## config.mk

```make
export PLATFORM = sky130hd
export DESIGN_NAME = multi_monitor
export DESIGN_NICKNAME = d
export VERILOG_FILES = /design/src/rtl/multi_monitor.sv
export SDC_FILE = /design/constraint.sdc
export NUM_CORES = 2
export LEC_CHECK = 0
export ABC_AREA = 0
export CAP_MARGIN = 0
export CELL_PAD_IN_SITES_DETAIL_PLACEMENT = 0
export CELL_PAD_IN_SITES_GLOBAL_PLACEMENT = 1
export CORE_MARGIN = 1.5
export CORE_UTILIZATION = 30
export CTS_CLUSTER_DIAMETER = 200
export DETAILED_ROUTE_END_ITERATION = 12
export PLACE_DENSITY_LB_ADDON = 0.1
export SLEW_MARGIN = 40
export SYNTH_ARGS = -nofsm -noshare
export SYNTH_HDL_FRONTEND = slang
export SYNTH_SLANG_ARGS = --single-unit
```

## constraint.sdc

```tcl
create_clock -name clk -period 8.5 [get_ports clk]
set_input_delay 1.7 -clock clk [delete_from_list [all_inputs] [get_ports clk]]
set_output_delay 1.7 -clock clk [all_outputs]
set_load 0.005 [all_outputs]
```

## src/rtl/multi_monitor.sv

```systemverilog
// multi_monitor: checks a DUT result stream against a golden ALU model.
// Samples are dispatched round-robin into fixed-latency check lanes. Each
// completed check is counted, and every mismatch raises a one-cycle event.
// The first mismatch since reset or clear is captured for debug.
module multi_monitor #(
  parameter int WIDTH     = 32,
  parameter int NUM_LANES = 2,
  parameter int LANE_LAT  = 2,
  parameter int CNT_WIDTH = 16,
  localparam int LW = (NUM_LANES > 1) ? $clog2(NUM_LANES) : 1,
  localparam int RW = $clog2(LANE_LAT + 1)
) (
  input  logic                 clk,
  input  logic                 reset,
  input  logic                 i_valid,
  input  logic [WIDTH-1:0]     i_dut_ia,
  input  logic [WIDTH-1:0]     i_dut_ib,
  input  logic [WIDTH-1:0]     i_dut_os,
  input  logic [1:0]           i_mode,
  input  logic                 i_clear,
  output logic                 o_event,
  output logic                 o_drop,
  output logic                 o_busy,
  output logic [CNT_WIDTH-1:0] o_chk_count,
  output logic [CNT_WIDTH-1:0] o_err_count,
  output logic                 o_err_sticky,
  output logic [WIDTH-1:0]     o_first_a,
  output logic [WIDTH-1:0]     o_first_b,
  output logic [WIDTH-1:0]     o_first_dut,
  output logic [WIDTH-1:0]     o_first_exp,
  output logic [LW-1:0]        o_first_lane
);

  localparam logic [1:0] MODE_ADD = 2'd0;
  localparam logic [1:0] MODE_SUB = 2'd1;
  localparam logic [1:0] MODE_MUL = 2'd2;

  // Golden operation; all results are naturally truncated to WIDTH bits.
  function automatic logic [WIDTH-1:0] golden(input logic [1:0] m,
                                              input logic [WIDTH-1:0] a,
                                              input logic [WIDTH-1:0] b);
    case (m)
      MODE_ADD: return a + b;
      MODE_SUB: return a - b;
      MODE_MUL: return a * b;
      default:  return a ^ b;
    endcase
  endfunction

  // Lane state: busy flag and remaining edges until completion.
  logic [NUM_LANES-1:0] busy_q, busy_d;
  logic [RW-1:0]        rem_q  [NUM_LANES];
  logic [RW-1:0]        rem_d  [NUM_LANES];
  // Lane payload captured at acceptance.
  logic [WIDTH-1:0]     a_q    [NUM_LANES];
  logic [WIDTH-1:0]     a_d    [NUM_LANES];
  logic [WIDTH-1:0]     b_q    [NUM_LANES];
  logic [WIDTH-1:0]     b_d    [NUM_LANES];
  logic [WIDTH-1:0]     os_q   [NUM_LANES];
  logic [WIDTH-1:0]     os_d   [NUM_LANES];
  logic [1:0]           mode_q [NUM_LANES];
  logic [1:0]           mode_d [NUM_LANES];

  logic [LW-1:0]        ptr_q, ptr_d;
  logic                 lane_free, accept, reject;

  // Completion view (at most one lane completes per edge).
  logic                 comp_any, comp_mis;
  logic [LW-1:0]        comp_lane;
  logic [WIDTH-1:0]     comp_a, comp_b, comp_dut, comp_exp;

  // Result and capture registers.
  logic [CNT_WIDTH-1:0] chk_q, chk_d, err_q, err_d;
  logic                 sticky_q, sticky_d, event_q, event_d, drop_q, drop_d;
  logic [WIDTH-1:0]     fa_q, fa_d, fb_q, fb_d, fdut_q, fdut_d, fexp_q, fexp_d;
  logic [LW-1:0]        flane_q, flane_d;

  // Dispatch decision: the target lane is free if idle or completing now.
  always_comb begin
    lane_free = !busy_q[ptr_q] || (rem_q[ptr_q] == RW'(1));
    accept    = i_valid && lane_free;
    reject    = i_valid && !lane_free;
    ptr_d     = ptr_q;
    if (accept) ptr_d = (ptr_q == LW'(NUM_LANES - 1)) ? '0 : ptr_q + LW'(1);
  end

  // Find the completing lane and evaluate its golden result.
  always_comb begin
    // NOTE: every always_comb output gets a default first so no path leaves it unassigned, which would infer a latch.
    comp_any  = 1'b0;
    comp_lane = '0;
    comp_a    = '0;
    comp_b    = '0;
    comp_dut  = '0;
    comp_exp  = '0;
    for (int i = 0; i < NUM_LANES; i++) begin
      if (busy_q[i] && rem_q[i] == RW'(1)) begin
        comp_any  = 1'b1;
        comp_lane = LW'(i);
        comp_a    = a_q[i];
        comp_b    = b_q[i];
        comp_dut  = os_q[i];
        comp_exp  = golden(mode_q[i], a_q[i], b_q[i]);
      end
    end
    comp_mis = comp_any && (comp_exp != comp_dut);
  end

  // Lane next state: count down, retire, and load on acceptance.
  always_comb begin
    busy_d = busy_q;
    for (int i = 0; i < NUM_LANES; i++) begin
      rem_d[i]  = rem_q[i];
      a_d[i]    = a_q[i];
      b_d[i]    = b_q[i];
      os_d[i]   = os_q[i];
      mode_d[i] = mode_q[i];
      if (busy_q[i]) begin
        if (rem_q[i] == RW'(1)) busy_d[i] = 1'b0;
        else                    rem_d[i]  = rem_q[i] - RW'(1);
      end
      if (accept && ptr_q == LW'(i)) begin
        busy_d[i] = 1'b1;
        rem_d[i]  = RW'(LANE_LAT);
        a_d[i]    = i_dut_ia;
        b_d[i]    = i_dut_ib;
        os_d[i]   = i_dut_os;
        mode_d[i] = i_mode;
      end
    end
  end

  // Counters, sticky flag, first-mismatch capture and output pulses.
  always_comb begin
    chk_d    = chk_q;
    err_d    = err_q;
    sticky_d = sticky_q;
    fa_d     = fa_q;
    fb_d     = fb_q;
    fdut_d   = fdut_q;
    fexp_d   = fexp_q;
    flane_d  = flane_q;
    event_d  = comp_mis;
    drop_d   = reject;
    if (comp_any && chk_q != '1) chk_d = chk_q + CNT_WIDTH'(1);
    if (comp_mis) begin
      if (err_q != '1) err_d = err_q + CNT_WIDTH'(1);
      if (!sticky_q) begin
        sticky_d = 1'b1;
        fa_d     = comp_a;
        fb_d     = comp_b;
        fdut_d   = comp_dut;
        fexp_d   = comp_exp;
        flane_d  = comp_lane;
      end
    end
    // Clear wins for bookkeeping; the event pulse above is kept.
    if (i_clear) begin
      chk_d    = '0;
      err_d    = '0;
      sticky_d = 1'b0;
      fa_d     = '0;
      fb_d     = '0;
      fdut_d   = '0;
      fexp_d   = '0;
      flane_d  = '0;
    end
  end

  // Control and result state with synchronous reset.
  always_ff @(posedge clk) begin
    // NOTE: sequential state uses non-blocking assignments so all flops update together from pre-edge values.
    if (reset) begin
      ptr_q    <= '0;
      busy_q   <= '0;
      chk_q    <= '0;
      err_q    <= '0;
      sticky_q <= 1'b0;
      event_q  <= 1'b0;
      drop_q   <= 1'b0;
      fa_q     <= '0;
      fb_q     <= '0;
      fdut_q   <= '0;
      fexp_q   <= '0;
      flane_q  <= '0;
      for (int i = 0; i < NUM_LANES; i++) rem_q[i] <= '0;
    end else begin
      ptr_q    <= ptr_d;
      busy_q   <= busy_d;
      chk_q    <= chk_d;
      err_q    <= err_d;
      sticky_q <= sticky_d;
      event_q  <= event_d;
      drop_q   <= drop_d;
      fa_q     <= fa_d;
      fb_q     <= fb_d;
      fdut_q   <= fdut_d;
      fexp_q   <= fexp_d;
      flane_q  <= flane_d;
      for (int i = 0; i < NUM_LANES; i++) rem_q[i] <= rem_d[i];
    end
  end

  // Lane payload storage.
  always_ff @(posedge clk) begin
    // NOTE: payload registers are not reset; they are only read while the lane's busy flag is set.
    for (int i = 0; i < NUM_LANES; i++) begin
      a_q[i]    <= a_d[i];
      b_q[i]    <= b_d[i];
      os_q[i]   <= os_d[i];
      mode_q[i] <= mode_d[i];
    end
  end

  assign o_event      = event_q;
  assign o_drop       = drop_q;
  assign o_busy       = |busy_q;
  assign o_chk_count  = chk_q;
  assign o_err_count  = err_q;
  assign o_err_sticky = sticky_q;
  assign o_first_a    = fa_q;
  assign o_first_b    = fb_q;
  assign o_first_dut  = fdut_q;
  assign o_first_exp  = fexp_q;
  assign o_first_lane = flane_q;

endmodule
```

==> results.sh <==
export IMPL_dp_cells=8616
export IMPL_antenna_left=0
export IMPL_cts_sinks=368
export IMPL_coreArea_um2=174000
export IMPL_register_area_um2=9330
export IMPL_worst_pin_slew_ns=0.938
export IMPL_ios=267
export IMPL_ys_flop_type="edfxtp_1"
export IMPL_layout_common_cells="inv_1, fa_1, nand2_1"
export IMPL_wl_per_cell_um=25.5
export IMPL_synthCells=5714
export IMPL_timing_fmax_mhz=112
export IMPL_numCtsBuffers=45
export IMPL_die_w_um=421
export IMPL_yosys_warnings=0
export IMPL_yosysTopAreaCell="fa_1"
export IMPL_grt_pass1_vias=46372
export IMPL_async_flop_share=0
export IMPL_initial_utilization=0.302
export IMPL_clockRootBuffer="clkbuf_16"
export IMPL_fin_nets=7681
export IMPL_grt_overflow=0
export IMPL_syn_area_um2=52400
export IMPL_arrival_ns=9.44
export IMPL_port_buffers=266
export IMPL_vias=43537
export IMPL_wl_um=224000
export IMPL_cap_violations=0
export IMPL_rsz0062_at_grt="true"
export IMPL_area_growth_pct=28.4
export IMPL_final_hold_violation_count=0
export IMPL_cpPeakStageDelay_ns=0.59
export IMPL_ys_seq_elements=368
export IMPL_synthesis_nets=6982
export IMPL_cts_htree_levels=2
export IMPL_grt_pass1_wl_um=325000
export IMPL_synth_edf_count=196
export IMPL_end_kind="flop"
export IMPL_crit_fanout=10
export IMPL_slowest_stage="fa_1"
export IMPL_clock_path_buffers=3
export IMPL_failed_checks="setup timing"
export IMPL_cts_tree="done"
export IMPL_synth_cell_type_count=87
export IMPL_crit_path_start_kind="flop"
export IMPL_seq_area_frac_synth=0.178
export IMPL_rrSetupSlack_ns=-0.43
export IMPL_die_area_um2=177000
export IMPL_synth_top_area_share=0.313
export IMPL_gp_congestion=0.920
export IMPL_fin_crit_ns=8.93
export IMPL_vias_per_cell=4.95
export IMPL_hold_path_class="flop to flop"
export IMPL_rows=153
export IMPL_crit_top_cell="fa_1"
export IMPL_criticalPathCategory="flop to flop"
export IMPL_place_hpwl_um=184000
export IMPL_final_max_slew_viol_count=0
export IMPL_antenna_found_initial=26
export IMPL_nFillCells=17715
export IMPL_setup_violations=147
export IMPL_drtIter0Drc=2700
export IMPL_slew_headroom=0.375
export IMPL_die_y_um=421
export IMPL_final_cells=8788
export IMPL_status="finished with violations"
export IMPL_final_common_cell="inv_1"
export IMPL_critPathRequiredTime_ns=9.02
export IMPL_multiInputGateArea_um2=40100
export IMPL_drive_gt1_frac=0.180
export IMPL_finClkSkew_ns=0.0435
export IMPL_drtPass1Iterations=7
export IMPL_clkTransAtPathRegs_ns=0.08
export IMPL_drcViolationCount=0
export IMPL_finalCritPeriodShare=1.05
export IMPL_syn_mean_instance_area_um2=9.16
export IMPL_track_usage=0.252
export IMPL_worstSkewPairLatency_ns=0.63
export IMPL_synth_top_cells_by_area="fa_1, edfxtp_1, ha_1, and2_1, dfxtp_1"
export IMPL_grt_max_degree=112
export IMPL_layout_setup_ws_ns=-0.426
## per-stage QoR
step	util	cell area, um2	worst slack (ns)	hold WS, ns	setup TNS (ns)
2_1_floorplan	-	52400	0.0309	0.467	0
3_3_place_gp	0.362	62800	-0.630	0.479	-83.66
3_5_place_dp	0.362	62900	-0.568	0.487	-70.37
4_1_cts	0.378	65600	-0.356	0.499	-35.28
5_1_grt	0.387	67200	-0.608	0.524	-75.94
6_report	0.387	67200	-0.426	0.499	-45.92
## sequential cells by signal, indices dropped and copies added, names as in the netlist, 2 cells and up, named ones only
name         count
os_q            64
o_err_count     16
o_first_exp     32
a_q             64
rem_q            4
busy_q           2
o_first_b       32
o_chk_count     16
mode_q           4
o_first_dut     32
b_q             64
o_first_a       32
## worst paths after layout
check,startpoint,end,cells after the start
min,o_first_dut[15],o_first_dut[15],2
max reg2reg,a_q[0][13],o_first_exp[23],33
min reg2reg,o_first_dut[15],o_first_dut[15],2
max,a_q[0][13],o_first_exp[23],33
## cells in the mapped netlist, types with 8 or more instances
library cell	count
a311oi_1	17
buf_2	23
or4_1	11
a31oi_1	38
o22ai_1	19
clkbuf_1	331
o41ai_1	8
fa_1	818
xnor2_1	196
mux2i_1	37
nand4_1	35
a21o_1	40
o31ai_1	16
a211o_1	11
and2_1	564
a221o_1	8
o21ai_1	8
ha_1	348
a21oi_1	162
a211oi_1	127
nor3_1	52
nor2b_1	14
o21ai_0	98
nand2b_1	19
inv_1	838
o211ai_1	30
edfxtp_1	196
and3_1	32
o221ai_1	19
nand3_1	51
dfxtp_1	172
a22oi_1	96
nor2_1	301
or2_2	11
xor2_1	127
buf_1	14
o21bai_1	9
nor4_1	14
nand2_1	637
or3_1	29
o21a_1	20
## final cells by class
| class | count | share of cell area |
|---|---|---|
| Multi-Input combinational cell | 4137 | 0.596 |
| Timing Repair Buffer | 1022 | 0.153 |
| Sequential cell | 368 | 0.139 |
| Inverter | 839 | 0.0468 |
| Tap cell | 2325 | 0.0433 |
| Clock buffer | 62 | 0.0187 |
| Clock inverter | 21 | 0.00301 |
| Antenna cell | 14 | 0.000521 |
## worst max-delay path, delay by kind of cell, from the launching register on
family / cells / cell delay [ns]
adder cells (fa/ha/maj): 9 / 4.23
buffers and inverters: 9 / 1.18
AND/OR/NAND/NOR: 3 / 0.30
AO/OA/AOI/OAI: 11 / 2.51
flip-flops: 1 / 0.44
XOR/XNOR: 1 / 0.14
## per-layer routing
layer / global-route usage / vias up / wire length (um)
li1: - / 19795 / -
met1: 0.324 / 22535 / 94200
met2: 0.447 / 929 / 112000
met3: 0.0130 / 264 / 7870
met4: 0.0950 / 14 / 9800
met5: 0 / - / 80
## logic make-up (layout without fill, tap and decap cells)
kind of cell / after synthesis / in the layout / share of synthesized area
buf+inv: 1211 / 1944 / 0.0877
simple gates: 1801 / 1801 / 0.170
xor+xnor: 325 / 325 / 0.0548
other cells: 0 / 14 / 0
fa+ha+maj: 1166 / 1166 / 0.396
mux: 44 / 44 / 0.00858
flops: 368 / 368 / 0.178
compound gates: 799 / 801 / 0.105
## repair_timing
| item | in CTS | in global routing |
|---|---|---|
| cloned | 11 | 17 |
| setup endpoints to repair | 147 | 147 |
| hold buffers | 0 | 0 |
| pin swaps | 35 | 156 |
| gates resized for setup | 186 | 246 |
| buffers inserted | 27 | 26 |
Power is not shown: default switching activity piles up to over one toggle a cycle in this logic, so the estimate is an artifact.
